--- src/rtl/semaforo_pkg.sv ---
// Shared definitions for the traffic-light lamp monitor: lamp codes, checker
// states, per-cycle checker events and the fault flag layout.
package semaforo_pkg;

    localparam logic [2:0] LAMP_GREEN  = 3'b001;
    localparam logic [2:0] LAMP_YELLOW = 3'b010;
    localparam logic [2:0] LAMP_RED    = 3'b100;

    localparam int FLT_CODE  = 0;
    localparam int FLT_ORDER = 1;
    localparam int FLT_SHORT = 2;
    localparam int FLT_LONG  = 3;

    typedef enum logic [1:0] {
        ST_SYNC,
        ST_GREEN,
        ST_YELLOW,
        ST_RED
    } chk_state_t;

    // At most one thing can happen per channel per cycle, so faults and the
    // red->green completion share a single event code.
    typedef enum logic [2:0] {
        EV_NONE,
        EV_CODE,
        EV_LONG,
        EV_ORDER,
        EV_SHORT,
        EV_RED2GREEN
    } chk_event_t;

    function automatic logic [3:0] event_flags(input chk_event_t e);
        logic [3:0] f;
        f = '0;
        case (e)
            EV_CODE:  f[FLT_CODE]  = 1'b1;
            EV_LONG:  f[FLT_LONG]  = 1'b1;
            EV_ORDER: f[FLT_ORDER] = 1'b1;
            EV_SHORT: f[FLT_SHORT] = 1'b1;
            default:  f = '0;
        endcase
        return f;
    endfunction

endpackage

--- src/rtl/semaforo_lamp_check.sv ---
// One-channel lamp protocol checker: tracks phase and dwell, and reports one
// event per sampled code (a fault, a red->green completion, or nothing).
module semaforo_lamp_check
    import semaforo_pkg::*;
#(
    parameter int GREEN_CYC  = 2,
    parameter int YELLOW_CYC = 4,
    parameter int RED_CYC    = 3,
    parameter int DW         = 4
) (
    input  logic       clk,
    input  logic       rst,
    input  logic [2:0] i_lamp,
    output chk_event_t o_event
);

    chk_state_t    r_state;
    logic [DW-1:0] r_dwell;
    logic          r_first;

    chk_state_t    w_state_nxt;
    logic [DW-1:0] w_dwell_nxt;
    logic          w_first_nxt;
    chk_state_t    w_code;
    logic [DW-1:0] w_req;

    function automatic logic [DW-1:0] sat_inc(input logic [DW-1:0] v);
        return (v == {DW{1'b1}}) ? v : v + DW'(1);
    endfunction

    function automatic logic [DW-1:0] req_dwell(input chk_state_t s);
        case (s)
            ST_GREEN:  return DW'(GREEN_CYC);
            ST_YELLOW: return DW'(YELLOW_CYC);
            ST_RED:    return DW'(RED_CYC);
            default:   return '0;
        endcase
    endfunction

    // Invalid codes (000 or multi-hot) map to ST_SYNC.
    function automatic chk_state_t code2state(input logic [2:0] c);
        case (c)
            LAMP_GREEN:  return ST_GREEN;
            LAMP_YELLOW: return ST_YELLOW;
            LAMP_RED:    return ST_RED;
            default:     return ST_SYNC;
        endcase
    endfunction

    function automatic chk_state_t successor(input chk_state_t s);
        case (s)
            ST_GREEN:  return ST_YELLOW;
            ST_YELLOW: return ST_RED;
            ST_RED:    return ST_GREEN;
            default:   return ST_SYNC;
        endcase
    endfunction

    always_ff @(posedge clk or posedge rst) begin
        if (rst) begin
            r_state <= ST_SYNC;
            r_dwell <= '0;
            r_first <= 1'b0;
        end else begin
            r_state <= w_state_nxt;
            r_dwell <= w_dwell_nxt;
            r_first <= w_first_nxt;
        end
    end

    always_comb begin
        w_state_nxt = r_state;
        w_dwell_nxt = r_dwell;
        w_first_nxt = r_first;
        o_event     = EV_NONE;
        w_code      = code2state(i_lamp);
        w_req       = req_dwell(r_state);

        if (w_code == ST_SYNC) begin
            o_event     = EV_CODE;
            w_state_nxt = ST_SYNC;
            w_dwell_nxt = '0;
            w_first_nxt = 1'b0;
        end else if (r_state == ST_SYNC) begin
            // First phase after resync: its length before us is unknown.
            w_state_nxt = w_code;
            w_dwell_nxt = DW'(1);
            w_first_nxt = 1'b1;
        end else if (w_code == r_state) begin
            if (r_dwell == w_req) begin
                o_event     = EV_LONG;
                w_state_nxt = ST_SYNC;
                w_dwell_nxt = '0;
                w_first_nxt = 1'b0;
            end else begin
                w_dwell_nxt = sat_inc(r_dwell);
            end
        end else if (w_code != successor(r_state)) begin
            o_event     = EV_ORDER;
            w_state_nxt = ST_SYNC;
            w_dwell_nxt = '0;
            w_first_nxt = 1'b0;
        end else if ((r_dwell < w_req) && !r_first) begin
            o_event     = EV_SHORT;
            w_state_nxt = ST_SYNC;
            w_dwell_nxt = '0;
            w_first_nxt = 1'b0;
        end else begin
            if (r_state == ST_RED) begin
                o_event = EV_RED2GREEN;
            end
            w_state_nxt = w_code;
            w_dwell_nxt = DW'(1);
            w_first_nxt = 1'b0;
        end
    end

endmodule

--- src/rtl/semaforo_monitor.sv ---
// Passive lamp-bus monitor: two channel checkers feeding sticky fault flags,
// a registered interrupt and a completed-cycle counter for channel A.
module semaforo_monitor
    import semaforo_pkg::*;
#(
    parameter int GREEN_CYC  = 2,
    parameter int YELLOW_CYC = 4,
    parameter int RED_CYC    = 3,
    parameter int DW         = 4
) (
    input  logic       clk,
    input  logic       rst,
    input  logic [2:0] a_lamp,
    input  logic [2:0] b_lamp,
    input  logic       clr,
    output logic [3:0] fault_a,
    output logic [3:0] fault_b,
    output logic       fault_irq,
    output logic [7:0] cycles_a
);

    chk_event_t w_evt_a;
    chk_event_t w_evt_b;

    logic [3:0] r_fault_a;
    logic [3:0] r_fault_b;
    logic       r_irq;
    logic [7:0] r_cycles_a;

    semaforo_lamp_check #(
        .GREEN_CYC  (GREEN_CYC),
        .YELLOW_CYC (YELLOW_CYC),
        .RED_CYC    (RED_CYC),
        .DW         (DW)
    ) u_chk_a (
        .clk     (clk),
        .rst     (rst),
        .i_lamp  (a_lamp),
        .o_event (w_evt_a)
    );

    semaforo_lamp_check #(
        .GREEN_CYC  (GREEN_CYC),
        .YELLOW_CYC (YELLOW_CYC),
        .RED_CYC    (RED_CYC),
        .DW         (DW)
    ) u_chk_b (
        .clk     (clk),
        .rst     (rst),
        .i_lamp  (b_lamp),
        .o_event (w_evt_b)
    );

    // A new raise is ORed after the clear so it survives a simultaneous clr.
    always_ff @(posedge clk or posedge rst) begin
        if (rst) begin
            r_fault_a  <= '0;
            r_fault_b  <= '0;
            r_irq      <= 1'b0;
            r_cycles_a <= '0;
        end else begin
            r_fault_a <= (clr ? 4'b0000 : r_fault_a) | event_flags(w_evt_a);
            r_fault_b <= (clr ? 4'b0000 : r_fault_b) | event_flags(w_evt_b);
            r_irq     <= |{r_fault_a, r_fault_b};
            if (w_evt_a == EV_RED2GREEN) begin
                r_cycles_a <= r_cycles_a + 8'd1;
            end
        end
    end

    assign fault_a   = r_fault_a;
    assign fault_b   = r_fault_b;
    assign fault_irq = r_irq;
    assign cycles_a  = r_cycles_a;

endmodule

--- config.mk ---
export PLATFORM = sky130hd
export DESIGN_NAME = semaforo_monitor
export DESIGN_NICKNAME = d
export VERILOG_FILES = /design/src/rtl/semaforo_pkg.sv /design/src/rtl/semaforo_lamp_check.sv /design/src/rtl/semaforo_monitor.sv
export SDC_FILE = /design/constraint.sdc
export NUM_CORES = 1
export LEC_CHECK = 0
export CAP_MARGIN = 20
export CORE_MARGIN = 3
export CORE_UTILIZATION = 55
export CTS_CLUSTER_DIAMETER = 80
export CTS_CLUSTER_SIZE = 30
export DETAILED_ROUTE_END_ITERATION = 10
export HOLD_SLACK_MARGIN = 0.08
export PLACE_DENSITY = 0.8
export RECOVER_POWER = 25
export SLEW_MARGIN = 20
export SYNTH_ARGS = -nofsm -noshare
export SYNTH_HDL_FRONTEND = slang
export SYNTH_HIERARCHICAL = 1
export SYNTH_SLANG_ARGS = --single-unit
--- constraint.sdc ---
create_clock -name clk -period 5.45 [get_ports clk]
set_input_delay 1.09 -clock clk [delete_from_list [all_inputs] [get_ports clk]]
set_output_delay 1.09 -clock clk [all_outputs]
set_load 0.01 [all_outputs]
==> impl_metrics.json <==
{
  "fp.coreArea_sq_um": 3826,
  "io_pins": 26,
  "drive_gt1_share_pct": 11.24,
  "gr-usage-all-layers_pct": 19.68,
  "grtUsageMet2_pct": 28.48,
  "fin_area_sq_um": 2651,
  "relSlewSlack_pct": 54.55,
  "setup.worst_path.class": "primary input to flop",
  "drv_cap": 0,
  "skew_ns": 0.009702,
  "clock_latency_ns": 0.28,
  "layout_common_cells": "31 x dfrtp_1, 26 x inv_1, 24 x clkdlybuf4s50_1",
  "hold_viol": 0,
  "detail_route.wl_per_cell_um": 15.13,
  "cp_num_buf_inv": 1,
  "row_count": 22,
  "finalCritPeriodShare_pct": 66.58,
  "placed_cell_area_sq_um": 2534,
  "yosysTopAreaCellShare_pct": 34.08,
  "worst_path_dominant_cell_family": "compound AO/OA/AOI/OAI gates",
  "gp_congestion": 0.7746,
  "ff2ff_path_depth": 10,
  "met1_usage_pct": 29.09,
  "synth_simple_gate_area_share_pct": 21.77,
  "htree_levels": 2,
  "cts_sinks": 31,
  "avgViaCountPerCell": 5.990,
  "totalWireLength_um": 4629,
  "dieHeight_um": 70.33,
  "synthAdderAreaFrac_pct": 12.53,
  "fin_tns_setup_ns": 0,
  "num_antenna_cells": 0,
  "cts.reportedPaths.clkPinSlew_ns": 0.07,
  "yosys_warnings": 6,
  "critPathCaptureType": "flop",
  "hold_depth": 1,
  "synthesis.nets": 261,
  "ant_nets": 0,
  "syn_inst": 231,
  "drtIter0Drc": 124,
  "dr.pass1.iters": 4,
  "slowest_delay_ns": 0.70,
  "ys_types": 48,
  "synth_top_family_by_area": "simple AND/OR/NAND/NOR gates",
  "via_count": 1833,
  "ys_top_cells_by_area": "dfrtp_1 34%, ha_1 12%, inv_1 4.3%",
  "hp-class": "flop to flop",
  "power.total_mw": 0.7179,
  "synth-async-reset-ratio_pct": 100.0,
  "post_cts_resized": 0,
  "grt_pass1_wl_um": 7983,
  "ys_seq_area_share_pct": 34.08,
  "met3_usage_pct": 3.597,
  "nets": 287,
  "critPathLaunchType": "primary input",
  "synthXorXnorAreaFrac_pct": 4.233,
  "status": "finished, final reports clean",
  "numCtsBuffers": 5,
  "slew_violations": 0,
  "dpl.cell_count": 298,
  "path_cells": "clkdlybuf4s50_1 > and4b_1 > nor3_1 > o22ai_1 > a2111oi_1 > nand3b_4 > mux2_2",
  "syn_to_final_growth_pct": 16.49,
  "start_util_pct": 59.48,
  "overflow": 0,
  "cts-root-buf": "clkbuf_8",
  "setup_violations": 0,
  "synth_edf_count": 0,
  "busiest_layer": "met1",
  "p_per_area_nw_per_um2": 270.8,
  "hold_buffers": 0,
  "ir_drop_uv": 233.8,
  "fin_crit_ns": 3.628,
  "fillers": 319,
  "crit_slowest_cell": "clkdlybuf4s50_1",
  "worst_pin_slew_ns": 0.6801,
  "fmax_mhz": 275.6,
  "cp_max_fo": 11,
  "drcViolationCount": 0,
  "cp_data_arrival_time_ns": 3.80,
  "synth-compound-area-share_pct": 18.53,
  "grt_max_degree": 18,
  "cp_num_cells": 7,
  "grt_pass1_vias": 1671,
  "leakage_nw": 1.230,
  "syn_avg_cell_area_sq_um": 9.853,
  "dp_hpwl_um": 3402,
  "holdWs_ns": 0.4726,
  "die_w_um": 70.33,
  "postCtsSetupBuffers": 0,
  "cts_tree": "built",
  "required_ns": 5.62,
  "synth-seq-cells": 31,
  "fin_cells": 306,
  "port_buffers": 25,
  "grt_setup_unrepaired": "no",
  "dieArea_sq_um": 4946,
  "clockBufferDepth": 2,
  "syn_area_sq_um": 2276,
  "synth_top_area_cell": "dfrtp_1",
  "grt_antenna_before_repair": 0,
  "muxShareOfSynthArea_pct": 2.254,
  "final_common_cell": "dfrtp_1",
  "synth_flop_cell": "dfrtp_1"
}
[cell type report]
type	count	area [sq um]	area share, %
Inverter	26	97.59	3.681
Timing Repair Buffer	25	250.2	9.438
Clock buffer	6	82.58	3.115
Sequential cell	31	775.7	29.26
Clock inverter	2	35.03	1.321
Multi-Input combinational cell	168	1350	50.92
Tap cell	48	60.06	2.265
[power breakdown]
part,internal [mW],total [mW],switching [mW],leakage (nW)
logic,0.0903,0.210,0.120,0.758
registers,0.249,0.271,0.0216,0.411
clock network,0.148,0.237,0.0890,0.0612
total,0.488,0.718,0.230,1.23
[sequential cells by signal, summed over array words and instances, names as in the netlist]
| register | flops |
|---|---|
| fault_irq | 1 |
| u_chk_b/r_first | 1 |
| u_chk_a/r_dwell | 4 |
| u_chk_b/r_dwell | 4 |
| u_chk_a/r_state | 2 |
| u_chk_a/r_first | 1 |
| fault_a | 4 |
| cycles_a | 8 |
| fault_b | 4 |
| u_chk_b/r_state | 2 |
[per-layer routing]
layer  vias up  routed length [um]
li1        897                   -
met1       882                2335
met2        48                2064
met3         6                 171
met4         0                  58
met5         -                   0
[worst paths after layout]
check | from | end | slack [ns]
min in group asynchronous | rst | u_chk_a/r_first$_DFFE_PP0P_ | 1.23
max in group asynchronous | rst | fault_b[2]$_DFF_PP0_ | 3.65
worst min register to register | cycles_a[7]$_DFFE_PP0N_ | cycles_a[7]$_DFFE_PP0N_ | 0.47
worst max register to register | u_chk_a/r_state[0]$_DFFE_PP0P_ | cycles_a[1]$_DFFE_PP0N_ | 2.34
worst min-delay path | cycles_a[7]$_DFFE_PP0N_ | cycles_a[7]$_DFFE_PP0N_ | 0.47
worst max-delay path | a_lamp[1] | cycles_a[1]$_DFFE_PP0N_ | 1.82
[cells in the mapped netlist, types with 4 or more instances]
cell      count
xor2_1        8
nor3_1        4
a31oi_1       4
buf_4         4
nand3_1       8
nand2b_1      4
a21oi_1       4
dfrtp_1      31
ha_1         21
o22ai_1       4
nand2_1      14
nor2_1       21
mux2i_1       4
inv_1        26
o32ai_1       5
nand3b_1      4
nor4_1        4
[worst register-to-register path, stage by stage (launching register included)]
cell and delay (ns):
dfrtp_1 0.45, inv_1 0.18, ha_1 0.23, o21bai_1 0.16, ha_1 0.30, nand4b_1 0.13
nand2b_1 0.10, o22ai_1 0.18, a2111oi_1 0.60, nand3b_4 0.33, mux2_2 0.35
[cell families after synthesis]
group                    after synthesis
AO/OA/AOI/OAI                         48
XOR/XNOR                              11
adder cells (fa/ha/maj)               23
buffers and inverters                 32
flip-flops                            31
multiplexers                           5
AND/OR/NAND/NOR                       81
[per-stage QoR]
| stage | util, % | setup WS (ns) |
|---|---|---|
| 2_1_floorplan | - | 2.420 |
| 3_3_place_gp | 66.22 | 1.702 |
| 3_5_place_dp | 66.22 | 1.633 |
| 4_1_cts | 69.29 | 1.855 |
| 5_1_grt | 69.29 | 1.612 |
| 6_report | 69.29 | 1.822 |
(Power assumes the default switching activity.)
